--- config.mk ---
export PLATFORM = sky130hd
export DESIGN_NAME = rename_stage_flat
export DESIGN_NICKNAME = d
export VERILOG_FILES = /design/src/rtl/rename_stage_if.sv /design/src/rtl/rename_stage.sv /design/src/flat_wrapper.sv
export SDC_FILE = /design/constraint.sdc
export NUM_CORES = 2
export LEC_CHECK = 0
export BUFFER_PORTS_ARGS = -buffer_cell sky130_fd_sc_hd__clkbuf_2
export CAP_MARGIN = 5
export CORE_UTILIZATION = 30
export DETAILED_ROUTE_END_ITERATION = 10
export PLACE_DENSITY = 0.41
export SYNTH_ARGS = -nofsm -noshare
export SYNTH_HDL_FRONTEND = slang
export SYNTH_SLANG_ARGS = --single-unit
--- constraint.sdc ---
create_clock -name clk -period 116.6 [get_ports clk]
set_input_delay 11.66 -clock clk [delete_from_list [all_inputs] [get_ports clk]]
set_output_delay 11.66 -clock clk [all_outputs]
set_load 0.005 [all_outputs]
--- src/rtl/rename_stage_if.sv ---
// Bundles the decode-side, dispatch-side, commit and branch signals of the rename stage.
// The environment uses the master modport and rename_stage uses the slave modport.
interface rename_stage_if;

  typedef struct packed {
    logic [6:0]  ps1;
    logic [6:0]  ps2;
    logic [6:0]  pd_new;
    logic [6:0]  pd_old;
    logic [1:0]  fu;
    logic [63:0] payload;
  } rename_data;

  logic        valid_in;
  logic        ready_in;
  logic [4:0]  rs1;
  logic [4:0]  rs2;
  logic [4:0]  rd;
  logic        writes_rd;
  logic [1:0]  fu_in;
  logic [63:0] payload_in;
  logic        valid_out;
  logic        ready_out;
  rename_data  data_out;
  logic        commit_valid;
  logic [6:0]  commit_pd_old;
  logic        br_resolved;
  logic        mispredict;
  logic        ckpt_busy;
  logic [7:0]  free_count;

  modport master (
    output valid_in, rs1, rs2, rd, writes_rd, fu_in, payload_in, ready_out,
           commit_valid, commit_pd_old, br_resolved, mispredict,
    input  ready_in, valid_out, data_out, ckpt_busy, free_count
  );

  modport slave (
    input  valid_in, rs1, rs2, rd, writes_rd, fu_in, payload_in, ready_out,
           commit_valid, commit_pd_old, br_resolved, mispredict,
    output ready_in, valid_out, data_out, ckpt_busy, free_count
  );

endinterface

--- src/rtl/rename_stage.sv ---
// Register-rename stage: map table lookup, free-list allocation, commit recycling
// and single-checkpoint recovery, with a registered output slot toward dispatch.
module rename_stage #(
  parameter int NUM_PREG = 128,
  parameter int NUM_AREG = 32
) (
  input logic           clk,
  input logic           reset,
  rename_stage_if.slave bus
);

  localparam logic [1:0] FU_BR = 2'b10;

  logic [6:0] map_q     [NUM_AREG];
  logic [6:0] ckpt_map  [NUM_AREG];
  logic [6:0] free_list [NUM_PREG];
  logic [7:0] head;
  logic [7:0] tail;
  logic [7:0] ckpt_head;
  logic       ckpt_busy_q;
  logic       valid_q;

  logic       alloc;
  logic       is_branch;
  logic       ready;
  logic       fire;
  logic       restore;
  logic       push;
  logic [7:0] count;
  logic [6:0] ps1;
  logic [6:0] ps2;
  logic [6:0] pd_new;
  logic [6:0] pd_old;

  // Freed registers only become visible through tail at the next edge, so a
  // same-cycle commit cannot rescue an allocation from an empty list.
  always_comb begin
    alloc     = bus.writes_rd && (bus.rd != 5'd0);
    is_branch = (bus.fu_in == FU_BR);
    count     = tail - head;
    ready     = (!valid_q || bus.ready_out) && (!alloc || count != 8'd0) &&
                !(is_branch && ckpt_busy_q) && !bus.mispredict;
    fire      = bus.valid_in && ready;
    restore   = bus.mispredict && ckpt_busy_q;
    push      = bus.commit_valid && (bus.commit_pd_old != 7'd0);
    ps1       = map_q[bus.rs1];
    ps2       = map_q[bus.rs2];
    pd_new    = alloc ? free_list[head[6:0]] : 7'd0;
    pd_old    = alloc ? map_q[bus.rd] : 7'd0;
  end

  assign bus.ready_in   = ready;
  assign bus.free_count = count;
  assign bus.ckpt_busy  = ckpt_busy_q;
  assign bus.valid_out  = valid_q;

  // The snapshot already contains the branch's own destination mapping.
  always_ff @(posedge clk or posedge reset) begin
    if (reset) begin
      for (int i = 0; i < NUM_AREG; i++) begin
        map_q[i]    <= 7'(i);
        ckpt_map[i] <= 7'(i);
      end
    end else begin
      if (restore) begin
        for (int i = 0; i < NUM_AREG; i++) map_q[i] <= ckpt_map[i];
      end else if (fire && alloc) begin
        map_q[bus.rd] <= pd_new;
      end
      if (fire && is_branch) begin
        for (int i = 0; i < NUM_AREG; i++)
          ckpt_map[i] <= (alloc && bus.rd == 5'(i)) ? pd_new : map_q[i];
      end
    end
  end

  // Tail is never rolled back; recovery only rewinds head.
  always_ff @(posedge clk or posedge reset) begin
    if (reset) begin
      for (int i = 0; i < NUM_PREG; i++)
        free_list[i] <= (i < NUM_PREG - NUM_AREG) ? 7'(i + NUM_AREG) : 7'd0;
      head      <= 8'd0;
      tail      <= 8'(NUM_PREG - NUM_AREG);
      ckpt_head <= 8'd0;
    end else begin
      if (push) begin
        free_list[tail[6:0]] <= bus.commit_pd_old;
        tail                 <= tail + 8'd1;
      end
      if (restore) head <= ckpt_head;
      else if (fire && alloc) head <= head + 8'd1;
      if (fire && is_branch) ckpt_head <= head + {7'd0, alloc};
    end
  end

  always_ff @(posedge clk or posedge reset) begin
    if (reset) begin
      ckpt_busy_q  <= 1'b0;
      valid_q      <= 1'b0;
      bus.data_out <= '0;
    end else begin
      if (bus.mispredict) ckpt_busy_q <= 1'b0;
      else if (fire && is_branch) ckpt_busy_q <= 1'b1;
      else if (bus.br_resolved) ckpt_busy_q <= 1'b0;

      if (bus.mispredict) begin
        valid_q <= 1'b0;
      end else if (fire) begin
        valid_q                <= 1'b1;
        bus.data_out.ps1       <= ps1;
        bus.data_out.ps2       <= ps2;
        bus.data_out.pd_new    <= pd_new;
        bus.data_out.pd_old    <= pd_old;
        bus.data_out.fu        <= bus.fu_in;
        bus.data_out.payload   <= bus.payload_in;
      end else if (bus.ready_out) begin
        valid_q <= 1'b0;
      end
    end
  end

endmodule
--- src/flat_wrapper.sv ---
// flat-port wrapper written by rule: the top's interface ports become plain ports
module rename_stage_flat 
#(
  parameter int NUM_PREG = 128,
  parameter int NUM_AREG = 32
)
  (clk, reset, bus_valid_in, bus_rs1, bus_rs2, bus_rd, bus_writes_rd, bus_fu_in, bus_payload_in, bus_ready_out, bus_commit_valid, bus_commit_pd_old, bus_br_resolved, bus_mispredict, bus_ready_in, bus_valid_out, bus_data_out, bus_ckpt_busy, bus_free_count);
  rename_stage_if bus_i ();
  input logic clk;
  input logic reset;
  input wire logic [$bits(bus_i.valid_in)-1:0] bus_valid_in;
  input wire logic [$bits(bus_i.rs1)-1:0] bus_rs1;
  input wire logic [$bits(bus_i.rs2)-1:0] bus_rs2;
  input wire logic [$bits(bus_i.rd)-1:0] bus_rd;
  input wire logic [$bits(bus_i.writes_rd)-1:0] bus_writes_rd;
  input wire logic [$bits(bus_i.fu_in)-1:0] bus_fu_in;
  input wire logic [$bits(bus_i.payload_in)-1:0] bus_payload_in;
  input wire logic [$bits(bus_i.ready_out)-1:0] bus_ready_out;
  input wire logic [$bits(bus_i.commit_valid)-1:0] bus_commit_valid;
  input wire logic [$bits(bus_i.commit_pd_old)-1:0] bus_commit_pd_old;
  input wire logic [$bits(bus_i.br_resolved)-1:0] bus_br_resolved;
  input wire logic [$bits(bus_i.mispredict)-1:0] bus_mispredict;
  output wire logic [$bits(bus_i.ready_in)-1:0] bus_ready_in;
  output wire logic [$bits(bus_i.valid_out)-1:0] bus_valid_out;
  output wire logic [$bits(bus_i.data_out)-1:0] bus_data_out;
  output wire logic [$bits(bus_i.ckpt_busy)-1:0] bus_ckpt_busy;
  output wire logic [$bits(bus_i.free_count)-1:0] bus_free_count;
  assign bus_i.valid_in = bus_valid_in;
  assign bus_i.rs1 = bus_rs1;
  assign bus_i.rs2 = bus_rs2;
  assign bus_i.rd = bus_rd;
  assign bus_i.writes_rd = bus_writes_rd;
  assign bus_i.fu_in = bus_fu_in;
  assign bus_i.payload_in = bus_payload_in;
  assign bus_i.ready_out = bus_ready_out;
  assign bus_i.commit_valid = bus_commit_valid;
  assign bus_i.commit_pd_old = bus_commit_pd_old;
  assign bus_i.br_resolved = bus_br_resolved;
  assign bus_i.mispredict = bus_mispredict;
  assign bus_ready_in = bus_i.ready_in;
  assign bus_valid_out = bus_i.valid_out;
  assign bus_data_out = bus_i.data_out;
  assign bus_ckpt_busy = bus_i.ckpt_busy;
  assign bus_free_count = bus_i.free_count;
  rename_stage #(.NUM_PREG(NUM_PREG), .NUM_AREG(NUM_AREG)) u_core (.clk(clk), .reset(reset), .bus(bus_i));
endmodule
==> results.md <==
- Final min period: 26.06 ns
- P per Cell Area: 22.31 nW/um^2
- R2R Setup Slk: about 110 ns
- Setup-failing EPs final: 0
- Largest net degree at the start of global routing: roughly 160
- Mapped Area: 72,570 um^2
- Max-slew violations: 0
- Critical R2R Launch: u_core.head[6]
- Synth top area share: 32.21%
- Via count: 49,900
- Aggregate routed wire length: about 260,000 um
- Number of synthesized flops with an enable pin: 0
- Post-Synth Simple-Gate Area: 8.312%
- DRC: 0
- Post-synthesis mux area share: 28.09%
- Hold EP: u_core.map_q[218]
- CTS sink count: 1,464
- Share of cells above drive strength 1: between 40 and 50%
- Worst-path fanout max: 24
- Clock Tree Buf Depth: 3
- Core Region: 240,500 um^2
- First-pass iteration count of the detailed router: 7
- Synthesized flop and latch total: approximately 1,500
- Hold Path Class: flop to flop
- Synth Area in XOR/XNOR: less than 1%
- Num CTS Buffers: 171
- Setup crit end kind: output port
- Max-Cap Viols: 0
- Final Hold Vio Count: 0
- H-tree levels: 4
- Worst-skew pair later-pin latency: 0.85 ns
- Number of global-route vias before repair: 50,920
- Final HPWL DP: 162,000 um
- Worst slew pin tran: 1.374 ns
- Most frequent cells in the layout: 930 x dfrtp_1, 908 x mux2_2, 783 x nand2_1
- Worst reg2reg endpoint: u_core.ckpt_map[124]
- # hold bufs at CTS: 0
- Wirelength per Cell: roughly 28 um
- Largest family of logic cells by synthesized area: multiplexers
- Die X: ~490 um
- NumNets Final: 5,956
- Gr ovfl total: 0
- Synthesis-to-finish area growth: 13.40%
- CTS tree: done
- Status: completed
- Fraction of registers with async set/reset: 100.0%
- LEAKAGE: 34.90 nW
- Crit path from: bus_rd[4]
- Total negative slack: 0 ns
- Worst Path Required: 104.94 ns
- RSZ-0062 raised after global routing: no
- Adder-Cell Fraction of Synth Area: less than 1%
- Largest cells by area after synthesis: dfrtp_1 32%, dfstp_2 19%, mux2_2 14%
- Cells after synthesis: 5,823
- Max_slew headroom: 6.057%
- R2R cell count: 12
- CP startpoint kind: input pin
- Total power: 1.836 mW
- Setup Buffers After CTS: 0
- Mapped Nets: 5,931
- Post-CTS Resized: 0
- Final GP Congestion: ~0.85
- Critical path arrival: 14.40 ns
- Fmax: 38.37 MHz
- Synth Flop Type: dfrtp_1
- Post-synthesis sequential area ratio: 51.40%
- Initial DRC count: 3,781
- Compound-Gate Fraction of Synth Area: 8.576%
- Area leader, netlist: dfrtp_1
- First-pass GRT wire length: approximately 380,000 um
- VDD IR-drop max: between 0.01 and 0.015 mV
- Period utilisation layout: 22.35%
- Row cnt: between 150 and 200
- Initial antenna violation count: 4
- Final ANT Viol Nets: 0
- Starting Density: 30.17%
- Die height: 493.8 um
- Port Buffers: 200
- Vias/cell: about 5.4
- Commonest non-fill, non-tap cell in the layout: dfrtp_1
- Syn avg cell area: 12.46 um^2
- Clock Tree Root: clkbuf_16
- Setup CP Type: input pin to output port
- Die Area: 243,900 um^2
- Hold Path Origin: u_core.ckpt_map[218]
- Gr usage total: 21.01%
- Ys Warns: 0
- Clock skew: 0.03904 ns
- Hold path depth: 2
- Netlist cell types: 76
- CTS clk-pin slew, worst paths: 0.06 ns
- IO Pins: ~200
-- synth_stat cells (34+ instances only) --
| library cell | count |
|---|---|
| o21a_1 | 34 |
| and3_1 | 78 |
| nor2_1 | 322 |
| o21ai_0 | 61 |
| nand2_1 | 786 |
| dfrtp_1 | 934 |
| o211ai_1 | 170 |
| dfstp_2 | 530 |
| buf_2 | 82 |
| nand3_1 | 149 |
| mux4_2 | 371 |
| a221o_1 | 92 |
| mux2i_1 | 175 |
| mux2_2 | 908 |
| clkbuf_1 | 314 |
| a21oi_1 | 377 |
| nor3_1 | 37 |
-- cell type report --
class	instances	area [um^2]
Multi-Input combinational cell	3856	33090
Timing Repair Buffer	328	2090
Clock buffer	279	5181
Tap cell	3185	3985
Sequential cell	1464	37310
Inverter	27	110.1
Fill cell	23750	158200
Clock inverter	45	525.5
Antenna cell	1	2.502
-- routing by layer --
| layer | share of wire [%] | track usage [%] | vias up |
|---|---|---|---|
| met3 | 4.0 | 2.717 | 360 |
| met5 | 0 | 0 | - |
| met1 | 44 | 28.55 | 26840 |
| met2 | 48 | 34.47 | 1179 |
| met4 | 3.3 | 7.049 | 0 |
| li1 | - | - | 21520 |
-- report_power, final --
group	total (mW)	internal [mW]	switching (mW)
sequential	0.739	0.642	0.0969
clock	0.552	0.320	0.232
combinational	0.545	0.210	0.335
-- kinds of logic (layout without fill, tap and decap cells) --
group / after synthesis / after routing
and+or+nand+nor: 1442 / 1442
muxes: 1456 / 1456
adders and majority gates: 12 / 12
buffers and inverters: 503 / 679
AOI/OAI and AO/OA: 928 / 928
other: 0 / 1
DFF: 1464 / 1464
xor gates and xnor gates: 18 / 18
-- state kept, by name, indices dropped and copies added, names as in the netlist --
name and cells:
u_core.free_list 896, u_core.ckpt_map 224, u_core.map_q 224, u_core.bus.data_out 94, u_core.ckpt_head 8, u_core.head 8
u_core.tail 8, u_core.bus.ckpt_busy 1, u_core.bus.valid_out 1
-- stage by stage --
stage | worst slack (ns) | hold slack (ns) | utilization [%] | std cells | cell area (um^2)
after global routing | 90.46 | 0.4895 | 34.21 | 9185 | 82290
final | 90.54 | 0.4625 | 34.21 | 9185 | 82290
after CTS | 90.59 | 0.4663 | 34.21 | 9184 | 82290
after global placement | 90.51 | 0.4502 | 31.84 | 8860 | 76580
after floorplan | 64.53 | 0.4386 | - | 5823 | 72570
after detailed placement | 90.60 | 0.4519 | 31.84 | 8860 | 76580
-- worst max-delay path by stage --
| stage | to | slack (ns) | cells after the start |
|---|---|---|---|
| final | bus_ready_in | 90.54 | 10 |
| after global routing | bus_ready_in | 90.46 | 10 |
| after CTS | bus_ready_in | 90.59 | 10 |
| after detailed placement | bus_ready_in | 90.60 | 10 |
| after global placement | bus_ready_in | 90.51 | 10 |
| after floorplan | u_core.bus.ckpt_busy | 64.53 | 1 |
-- worst max-delay path, cell delays in order --
cell	delay, ns
clkbuf_2	0.32
nor2_1	0.61
nand2_1	0.15
o21ai_2	0.44
inv_2	0.17
o211a_1	0.18
o2111ai_4	0.07
buf_4	0.46
o21a_1	0.17
clkbuf_2	0.13
Power figures use the tool's default switching activity.
